File: config.mk
export PLATFORM = sky130hd
export DESIGN_NAME = seven_seg_scan_ctrl
export DESIGN_NICKNAME = d
export VERILOG_FILES = /design/src/rtl/seven_seg_scan_ctrl.sv
export SDC_FILE = /design/constraint.sdc
export NUM_CORES = 1
export LEC_CHECK = 0
export CORE_MARGIN = 2
export CORE_UTILIZATION = 53
export DETAILED_ROUTE_END_ITERATION = 6
export GPL_ROUTABILITY_DRIVEN = 0
export HOLD_SLACK_MARGIN = 0.03
export PLACE_DENSITY_LB_ADDON = 0.05
export REMOVE_ABC_BUFFERS = 1
export SLEW_MARGIN = 15
export SYNTH_ARGS = -nofsm -noshare
export SYNTH_HDL_FRONTEND = slang
export SYNTH_SLANG_ARGS = --single-unit
File: constraint.sdc
create_clock -name clk -period 4.5 [get_ports clk]
set_input_delay 1.125 -clock clk [delete_from_list [all_inputs] [get_ports clk]]
set_output_delay 1.125 -clock clk [all_outputs]
set_load 0.01 [all_outputs]
File: src/rtl/seven_seg_scan_ctrl.sv
// Multiplexed seven-segment scan controller with blank-before-show anti-ghosting
// and frame-synchronous double-buffered display data.
module seven_seg_scan_ctrl #(
  parameter int unsigned N_DIGITS  = 4,
  parameter int unsigned SCAN_DIV  = 50000,
  parameter int unsigned BLANK_CYC = 16
) (
  input  logic                    clk,
  input  logic                    rst_n,
  input  logic                    en,
  input  logic                    wr_valid,
  output logic                    wr_ready,
  input  logic [4*N_DIGITS-1:0]   wr_data,
  input  logic [N_DIGITS-1:0]     wr_dp,
  output logic [7:0]              seg_n,
  output logic [N_DIGITS-1:0]     dig_n,
  output logic                    frame_done
);

  localparam int unsigned CNT_W  = $clog2(SCAN_DIV);
  localparam int unsigned IDX_W  = $clog2(N_DIGITS);
  localparam int unsigned DATA_W = 4 * N_DIGITS;

  typedef enum logic [1:0] {
    IDLE  = 2'd0,
    BLANK = 2'd1,
    SHOW  = 2'd2
  } state_t;

  state_t              state, state_nx;
  logic [IDX_W-1:0]    idx, idx_nx;
  logic [CNT_W-1:0]    cnt, cnt_nx;
  logic                frame_end_c;
  logic                commit_c;
  logic [DATA_W-1:0]   active_data, shadow_data;
  logic [N_DIGITS-1:0] active_dp, shadow_dp;
  logic [7:0]          seg_nx;
  logic [N_DIGITS-1:0] dig_nx;
  logic [3:0]          nib_c;

  // Active-low g..a pattern for one hex nibble
  function automatic logic [6:0] hex_decode(input logic [3:0] nib);
    logic [6:0] seg;
    case (nib)
      4'h0:    seg = 7'h40;
      4'h1:    seg = 7'h79;
      4'h2:    seg = 7'h24;
      4'h3:    seg = 7'h30;
      4'h4:    seg = 7'h19;
      4'h5:    seg = 7'h12;
      4'h6:    seg = 7'h02;
      4'h7:    seg = 7'h78;
      4'h8:    seg = 7'h00;
      4'h9:    seg = 7'h10;
      4'hA:    seg = 7'h08;
      4'hB:    seg = 7'h03;
      4'hC:    seg = 7'h46;
      4'hD:    seg = 7'h21;
      4'hE:    seg = 7'h06;
      default: seg = 7'h0E;
    endcase
    return seg;
  endfunction

  // Next-state, slot timing and next-output decode
  always_comb begin
    state_nx    = state;
    idx_nx      = idx;
    cnt_nx      = cnt;
    frame_end_c = 1'b0;
    seg_nx      = 8'hFF;
    dig_nx      = '1;
    nib_c       = 4'h0;

    if (!en) begin
      state_nx = IDLE;
      idx_nx   = '0;
      cnt_nx   = '0;
    end else begin
      case (state)
        IDLE: begin
          state_nx = BLANK;
          idx_nx   = '0;
          cnt_nx   = '0;
        end
        BLANK: begin
          cnt_nx = cnt + CNT_W'(1);
          if (cnt == CNT_W'(BLANK_CYC - 1)) state_nx = SHOW;
        end
        SHOW: begin
          if (cnt == CNT_W'(SCAN_DIV - 1)) begin
            state_nx = BLANK;
            cnt_nx   = '0;
            if (idx == IDX_W'(N_DIGITS - 1)) begin
              idx_nx      = '0;
              frame_end_c = 1'b1;
            end else begin
              idx_nx = idx + IDX_W'(1);
            end
          end else begin
            cnt_nx = cnt + CNT_W'(1);
          end
        end
        default: begin
          state_nx = IDLE;
          idx_nx   = '0;
          cnt_nx   = '0;
        end
      endcase
    end

    // Active data cannot change while a digit is lit, so decode from it directly
    if (state_nx == SHOW) begin
      nib_c  = active_data[{idx_nx, 2'b00} +: 4];
      seg_nx = {~active_dp[idx_nx], hex_decode(nib_c)};
      dig_nx = ~(N_DIGITS'(1) << idx_nx);
    end
  end

  // Pending shadow data lands only between frames or while idle
  assign commit_c = !wr_ready && ((state == IDLE) || frame_end_c);

  always_ff @(posedge clk or negedge rst_n) begin
    if (!rst_n) begin
      state       <= IDLE;
      idx         <= '0;
      cnt         <= '0;
      seg_n       <= 8'hFF;
      dig_n       <= '1;
      frame_done  <= 1'b0;
      wr_ready    <= 1'b1;
      active_data <= '0;
      active_dp   <= '0;
      shadow_data <= '0;
      shadow_dp   <= '0;
    end else begin
      state      <= state_nx;
      idx        <= idx_nx;
      cnt        <= cnt_nx;
      seg_n      <= seg_nx;
      dig_n      <= dig_nx;
      frame_done <= frame_end_c;
      if (commit_c) begin
        active_data <= shadow_data;
        active_dp   <= shadow_dp;
        wr_ready    <= 1'b1;
      end else if (wr_valid && wr_ready) begin
        shadow_data <= wr_data;
        shadow_dp   <= wr_dp;
        wr_ready    <= 1'b0;
      end
    end
  end

endmodule

==> Yosys cells after proc, flatten, opt, wreduce, memory -nomap -nowiden <==
Memories as Yosys holds them, arrays and structs flattened.
Index checks and enable logic that the tools add are counted.
{ "word_totals": {"reg_bits": 74, "romBits": 112, "in_bits": 24, "out_inout_bits": 14, "memories": 1} }
{ "memory_table": {"columns": ["name", "depth", "width", "rd", "rd_ports_with_merged_regs", "write_ports", "line_no", "rtl"], "rows": [
  ["(name not given)", 16, 7, 1, 0, 0, "44", "case (nib)"]
]} }
{ "classes": {"n_addsub": 2, "order_cmp": 1, "n_eq_ne": 6, "shift": 2, "muxes": 21, "bitwise": 3, "n_reduce_logical": 7} }
{ "op_table": {"columns": ["operator", "n"], "rows": [
  ["two-way mux 16 bit", 2],
  ["one-hot mux 16 bit (2 select lines)", 1],
  ["adder 16 x 1 -> 16 bit, second input constant", 1],
  ["== test 16 bit, second input constant", 1],
  ["== test 16 x 4 -> 1 bit, second input constant", 1],
  ["indexed part select 16 x 5 -> 4 bit", 1],
  ["two-way mux 2 bit", 6],
  ["two-way mux 8 bit", 1],
  ["two-way mux 1 bit", 7],
  ["== test 2 bit, second input constant", 3],
  ["one-hot mux 2 bit (3 select lines)", 1],
  ["two-way mux 4 bit", 1],
  ["inverter 4 bit", 1],
  ["one-hot mux 2 bit (2 select lines)", 1],
  ["left shift 1 x 2 -> 4 bit, first input constant", 1],
  ["< comparator 2 x 3 -> 1 bit, second input constant", 1],
  ["adder 2 x 1 -> 2 bit, second input constant", 1],
  ["binary-select mux 1 bit (select 2 bit)", 1],
  ["== test 2 x 1 -> 1 bit, second input constant", 1],
  ["logical AND 1 bit", 2],
  ["logical NOT 2 bit", 1],
  ["inverter 1 bit", 2],
  ["AND reduction 2 bit", 1],
  ["nonzero test 2 bit", 1],
  ["2 further kinds", 2]
]} }

==> Logic depth before layout (Yosys ltp) <==
Gate-level depths: netlist of the first run.
{ "logic_depth": {"ltp_word": 9, "mapped_depth": 14} }

==> Least setup slack after synthesis of the first run <==
OpenSTA, ideal clock, no wires.
{ "synth_path": {"path_type": "flip-flop to flip-flop", "start": "reg cnt[0]", "end": "reg seg_n[2]", "setup_time_ps": 81, "t_arrival_ps": 3051, "required_ps": 4419, "slack_ps": 1368, "stages_incl_launch_ff": 12, "n_path_buf": 0, "synth_period_minus_slack_ps": 3132, "path_cell_list": "dfrtp_1 -> ha_1 -> and4_1 -> nand4_2 -> mux2i_1 -> mux2i_1 -> nor3_1 -> a221oi_1 -> inv_1 -> ha_1 -> or3_1 -> o211ai_1"} }
{ "synth_between": {"elab_chain_cells": 7, "elab_cells_between_ends": 13, "classes_between": "eq/ne (3); shift (1); mux (8); memory (1)"} }
{ "synth_rtl": {"columns": ["item", "line_no", "rtl"], "rows": [
  ["start: declaration", "32", "logic [CNT_W-1:0] cnt, cnt_nx;"],
  ["start signal: assignment", "139", "cnt <= cnt_nx;"],
  ["== test 16 bit", "91", "if (cnt == CNT_W'(SCAN_DIV - 1)) begin"],
  ["two-way mux 2 bit", "91", null],
  ["one-hot mux 2 bit (2 select lines)", "80", "case (state)"],
  ["two-way mux 2 bit", "75", "if (!en) begin"],
  ["indexed part select 16 x 5 -> 4 bit", "114", "nib_c = active_data[{idx_nx, 2'b00} +: 4];"],
  ["memory read (16 x 7 bit)", null, null],
  ["two-way mux 8 bit *", "113", "if (state_nx == SHOW) begin"],
  ["via seg_nx[2]", "37", "logic [7:0] seg_nx;"],
  ["end signal: assignment", "140", "seg_n <= seg_nx;"],
  ["end: declaration", "15", "output logic [7:0] seg_n,"]
]} }
Mark *: on every way through the listed nets, which the timed path passes. The rest lies on a longest branch.
A chain may end at the register's enable or synchronous reset.

==> Final worst setup path of the first run <==
{ "layout_path": {"start": "reg cnt[5]", "end": "reg seg_n[2]"} }
Same word-level chain as after synthesis.

==> flow_metrics.env, run 1 <==
export IMPL_min_path_cells=1
export IMPL_ys_seq_area_share_pct=52.7
export IMPL_start_util_pct=55.2
export IMPL_io_pins=38
export IMPL_synthesis_area_sq_um=3540
export IMPL_fmax_mhz=294
export IMPL_cts_inserted_buffers=9
export IMPL_multi_input_area_sq_um=1590
export IMPL_grt_pass1_vias=2423
export IMPL_routed_wl_microns=6410
export IMPL_drv_slew=0
export IMPL_hold_violations=0
export IMPL_p_leak_nw=1.79
export IMPL_status="finished, violations left"
export IMPL_rsz0062_at_grt="no"
export IMPL_vias=2352
export IMPL_dr_pass1_iters=6
export IMPL_cp_num_buf_inv=3
export IMPL_clk_pin_slew_ns=0.08
export IMPL_antenna_cells=0
export IMPL_worstRegToRegCells=11
export IMPL_cts_root_buffer_cell="clkbuf_8"
export IMPL_drc=3
export IMPL_postCtsSetupBuffers=0
export IMPL_ctsHoldBuffers=0
export IMPL_coreArea_sq_um=6420
export IMPL_final_common_cell="dfrtp_1"
export IMPL_violations="DRC"
export IMPL_path_delay_family="simple AND/OR/NAND/NOR gates"
export IMPL_clockBufferDepth=2
export IMPL_drv_cap=0
export IMPL_synth_area_leader_cell="dfrtp_1"
export IMPL_layoutNonFillerInstCount=421
export IMPL_postSynth_asyncResetShare_pct=100
export IMPL_area_delta_synth_final_pct=19.2
export IMPL_crit_slowest_cell="mux2i_1"
export IMPL_setup_violations=0
export IMPL_fillers=514
export IMPL_p_per_area_nw_per_um2=433
export IMPL_mostFrequentLayoutCells="dfrtp_1, mux2_2, clkdlybuf4s50_1"
export IMPL_regArea_sq_um=1870
export IMPL_htree_num_levels=3
export IMPL_min_from="cnt[0]"
export IMPL_max_stage_delay_ns=0.47
export IMPL_worstSetupPathType="reg -> reg"
export IMPL_synth_edf_count=0
export IMPL_dp_hpwl_microns=4540
export IMPL_timing_rr_start="cnt[5]"
export IMPL_grt_antenna_before_repair=0
export IMPL_grt_overflow=0
export IMPL_portBuffers=37
export IMPL_synthDistinctLibCells=57
export IMPL_layout_nets=376
export IMPL_cp_cell_sequence="nor3_1 > nand4_2 > mux2i_1 > buf_4 > mux2i_1 > a222oi_1 > buf_4 > inv_1 > ha_1 > or3_1 > o211ai_1"
export IMPL_yosysWarningCount=0
export IMPL_dieArea_sq_um=7360
export IMPL_fin_skew_ns=0.00938
export IMPL_drive_gt1_share_pct=27.3
export IMPL_wl_per_cell_microns=15.2
export IMPL_end_kind="flop"
export IMPL_worst_pin_slew_ns=0.852
export IMPL_final_min_clock_period_ns=3.40
export IMPL_dieHeight_microns=85.8
export IMPL_peakVddDrop_v=0.000305
export IMPL_grt_start_max_net_pins=43
export IMPL_num_rows=29
export IMPL_cts_sinks=74
export IMPL_dp_cells=405
export IMPL_synth_top_area_share_pct=43.1
export IMPL_setup_tns_ns=0
export IMPL_postRouteAntennaNets=0
export IMPL_drtIter0Drc=80
export IMPL_syn_avg_cell_area_sq_um=12.1
export IMPL_r2r_slack_ns=1.10
export IMPL_critPathLaunchType="flop"
export IMPL_viasPerCell=5.59
export IMPL_synth_seq_cells=74
export IMPL_worst_endpoint_arrival_ns=3.67
export IMPL_hold_path_end="cnt[0]"
export IMPL_grt_pass1_wl_microns=11400
export IMPL_cts_tree="built"
export IMPL_die_w_microns=85.8
export IMPL_clk_latency_ns=0.34
export IMPL_grt_use_total_pct=20.0
export IMPL_cts_resized=0
export IMPL_cp_required_ns=4.77
export IMPL_crit_fanout=12
export IMPL_synthCells=294
export IMPL_synthTopCellsByArea="dfrtp_1, mux2_2, dfstp_2, ha_1, nor2_1"
export IMPL_fin_crit_sh_pct=75.6
export IMPL_r2r_end="seg_n[2]"
export IMPL_hp_class="reg -> reg"
export IMPL_synth_ff_type="dfrtp_1"
export IMPL_maxSlewHeadroom_pct=43.1
-- registers in the layout, summed over array words and instances (netlist names) --
name and count:
idx 2, active_data 16, seg_n 8, dig_n 4, frame_done 1, wr_ready 1, state 2, cnt 16
active_dp 4, shadow_data 16, shadow_dp 4
-- per-stage QoR --
| stage | hold WS (ns) | utilization, % | power [mW] | setup slack, ns | area, sq um |
|---|---|---|---|---|---|
| after floorplan | 0.425 | - | 1.13 | 0.910 | 3480 |
| after global placement | 0.440 | 62.3 | 1.25 | 1.11 | 4000 |
| after detailed placement | 0.445 | 62.3 | 1.27 | 0.978 | 4000 |
| after CTS | 0.455 | 65.8 | 1.85 | 1.08 | 4230 |
| after global routing | 0.479 | 65.8 | 1.94 | 0.691 | 4230 |
| final | 0.452 | 65.8 | 1.83 | 1.10 | 4230 |
-- final cells by class --
cell class                      count  area share [%]
Clock inverter                      7            2.43
Clock buffer                        9            2.93
Inverter                            8           0.711
Timing Repair Buffer               44            9.89
Multi-Input combinational cell    202            37.5
Tap cell                           77            2.28
Sequential cell                    74            44.2
-- kinds of logic after synthesis --
kind of cell	count (synthesis)	synth area share, %
compound gates	39	8.58
xor+xnor	14	3.46
fa+ha+maj	13	4.59
buf+inv	18	2.68
flops	74	52.7
mux	46	14.6
simple gates	90	13.4
-- report_power, final --
group	switching, mW	internal, mW
Combinational	0.200	0.208
Clock	0.257	0.317
Sequential	0.0626	0.786
-- synth_stat cells (2+ instances only) --
| library cell | instances |
|---|---|
| dfrtp_1 | 61 |
| mux2_2 | 40 |
| nor2_1 | 25 |
| nand2_1 | 20 |
| dfstp_2 | 13 |
| ha_1 | 13 |
| nand3_1 | 12 |
| inv_1 | 8 |
| xor2_1 | 8 |
| a21oi_1 | 6 |
| and3_1 | 6 |
| o21ai_0 | 6 |
| xnor2_1 | 6 |
| clkbuf_1 | 5 |
| nor3_1 | 5 |
| mux2i_1 | 4 |
| and2_1 | 3 |
| buf_6 | 3 |
| o21ai_1 | 3 |
| o221ai_1 | 3 |
| a21o_1 | 2 |
| a222oi_1 | 2 |
| nand4_1 | 2 |
| nor3b_1 | 2 |
| o211ai_1 | 2 |
| o21ai_2 | 2 |
| or3b_1 | 2 |
-- metal layers --
metal	track usage [%]	wire (microns)
met5	0	0
met4	9.52	89
met1	26.3	2990
met2	31.7	3090
met3	4.23	241
-- worst max path at each step --
stage | from | to | slack, ns | depth (start not counted)
2_1_floorplan | cnt[4] | seg_n[0] | 0.91 | 8
3_3_place_gp | en | seg_n[2] | 1.11 | 9
3_5_place_dp | en | seg_n[2] | 0.98 | 9
4_1_cts | cnt[5] | seg_n[2] | 1.08 | 11
5_1_grt | cnt[5] | seg_n[0] | 0.69 | 12
6_report | cnt[5] | seg_n[2] | 1.10 | 11
No activity file was read; power rests on OpenSTA's default activity.
==> run 2, diff against run 1 <==
Settings changed: CORE_UTILIZATION 53 to 51.
Clock period 4.5 ns to 2.7 ns, I/O delays scaled along.
==> flow_metrics.env, run 2 (same netlist as run 1, synthesis figures left out) <==
export IMPL_layout_setup_ws_ns=-0.203
export IMPL_drtIter0Drc=110
export IMPL_hold_violations=0
export IMPL_area_delta_synth_final_pct=33.9
export IMPL_vias=2610
export IMPL_drc=0
export IMPL_violations="setup timing"
export IMPL_grt_overflow=0
export IMPL_drive_gt1_share_pct=40.1
export IMPL_dr_pass1_iters=6
export IMPL_start_util_pct=52.4
export IMPL_dp_cells=453
export IMPL_viasPerCell=5.45
export IMPL_cts_sinks=74
export IMPL_drv_cap=0
export IMPL_layout_nets=431
export IMPL_clk_latency_ns=0.34
export IMPL_routed_wl_microns=7270
export IMPL_die_w_microns=87.4
export IMPL_status="finished, violations left"
export IMPL_grt_pass1_vias=2573
export IMPL_cp_num_buf_inv=4
export IMPL_fin_crit_sh_pct=108
export IMPL_clk_pin_slew_ns=0.08
export IMPL_drv_slew=0
export IMPL_worstSetupPathType="reg -> reg"
export IMPL_cts_inserted_buffers=9
export IMPL_coreArea_sq_um=6760
export IMPL_grt_use_total_pct=20.3
export IMPL_worst_endpoint_arrival_ns=3.17
export IMPL_cts_root_buffer_cell="clkbuf_8"
export IMPL_cp_required_ns=2.97
export IMPL_grt_pass1_wl_microns=11900
export IMPL_dieArea_sq_um=7630
export IMPL_ctsHoldBuffers=0
export IMPL_r2r_slack_ns=-0.20
export IMPL_final_min_clock_period_ns=2.90
export IMPL_antenna_cells=0
export IMPL_fillers=506
export IMPL_rsz0062_at_grt="yes"
export IMPL_r2r_end="seg_n[0]"
export IMPL_cts_tree="built"
export IMPL_fin_skew_ns=0.0106
export IMPL_cp_cell_sequence="nor4_4 > nand4_2 > buf_6 > buf_6 > a21oi_4 > o21ai_4 > a222oi_1 > buf_4 > inv_1 > ha_1 > nor4_1 > a31o_1 > o21ai_1"
export IMPL_path_delay_family="simple AND/OR/NAND/NOR gates"
export IMPL_wl_per_cell_microns=15.2
export IMPL_hp_class="in -> async"
export IMPL_worstRegToRegCells=13
export IMPL_postRouteAntennaNets=0
export IMPL_layoutNonFillerInstCount=479
export IMPL_clockBufferDepth=2
export IMPL_crit_fanout=5
export IMPL_largestRegisters="active_data: 16 flops, cnt: 16 flops, shadow_data: 16 flops"
export IMPL_final_util_pct=70.2
export IMPL_final_common_cell="dfrtp_1"
export IMPL_peakVddDrop_v=0.000559
export IMPL_p_leak_nw=2.07
export IMPL_crit_top_cell="buf_6"
export IMPL_timing_rr_start="cnt[4]"
export IMPL_io_pins=38
export IMPL_grt_start_max_net_pins=33
export IMPL_p_per_area_nw_per_um2=655
export IMPL_worst_pin_slew_ns=0.720
export IMPL_max_stage_delay_ns=0.41
export IMPL_grt_antenna_before_repair=0
export IMPL_dp_hpwl_microns=5030
export IMPL_hold_slack_ns=0.377
export IMPL_maxSlewHeadroom_pct=52.0
export IMPL_mostFrequentLayoutCells="dfrtp_1, buf_4, mux2_2"
export IMPL_portBuffers=37
export IMPL_critPathLaunchType="flop"
export IMPL_end_kind="flop"
export IMPL_dieHeight_microns=87.4
export IMPL_setup_violations=7
export IMPL_fmax_mhz=344
export IMPL_num_rows=30
export IMPL_crit_slowest_cell="dfrtp_1"
export IMPL_htree_num_levels=3
-- run 2: cell types whose count changed in the layout (fill, tap and decap cells not counted), sizes merged --
cell | previous run | this run
buf | 8 | 62
clkbuf | 9 | 12
bufinv | 2 | 1
inv | 9 | 8
-- run 2: metrics by stage --
stage          setup slack (ns)  total power [mW]  instance area [sq um]  setup TNS [ns]
2_1_floorplan            -0.890              1.88                   3480           -5.65
5_1_grt                  -0.371              3.29                   4740           -1.75
4_1_cts                  -0.151              3.08                   4650          -0.793
6_report                 -0.203              3.11                   4740          -0.641
3_3_place_gp             -0.270              2.14                   4370           -1.60
3_5_place_dp             -0.338              2.15                   4370           -2.02
-- run 2: timing repair --
item                                    in CTS  in global routing
gates resized for setup                     12                 15
pin swaps                                   11                 10
endpoints found under the setup margin       7                  7
hold endpoints to repair                     0                  0
setup buffers                                6                  3
gates cloned                                 1                  0
-- run 2: where the power goes --
| group | internal (mW) | switching, mW |
|---|---|---|
| clock | 0.426 | 0.406 |
| sequential | 1.31 | 0.110 |
| combinational | 0.466 | 0.385 |
-- run 2: worst max path at each step --
stage / start / to / slack [ns] / cells after the start
detailed placement: en / seg_n[0] / -0.34 / 9
global route: cnt[4] / seg_n[0] / -0.37 / 13
floorplan: cnt[4] / seg_n[0] / -0.89 / 8
CTS: cnt[12] / seg_n[2] / -0.15 / 11
global placement: en / seg_n[6] / -0.27 / 10
finish: cnt[4] / seg_n[0] / -0.20 / 13
-- run 2: layout make-up --
cell class	instances	area, sq um	area share, %
Inverter	8	32.5	0.686
Multi-Input combinational cell	202	1680	35.4
Clock inverter	5	56.3	1.19
Tap cell	80	100	2.11
Timing Repair Buffer	99	875	18.4
Clock buffer	11	131	2.77
Sequential cell	74	1870	39.4
-- run 2: routing by layer --
metal,track usage (%),wire [microns]
met1,26.2,3210
met2,33.1,3730
met3,6.16,268
met4,5.87,66
met5,0,0
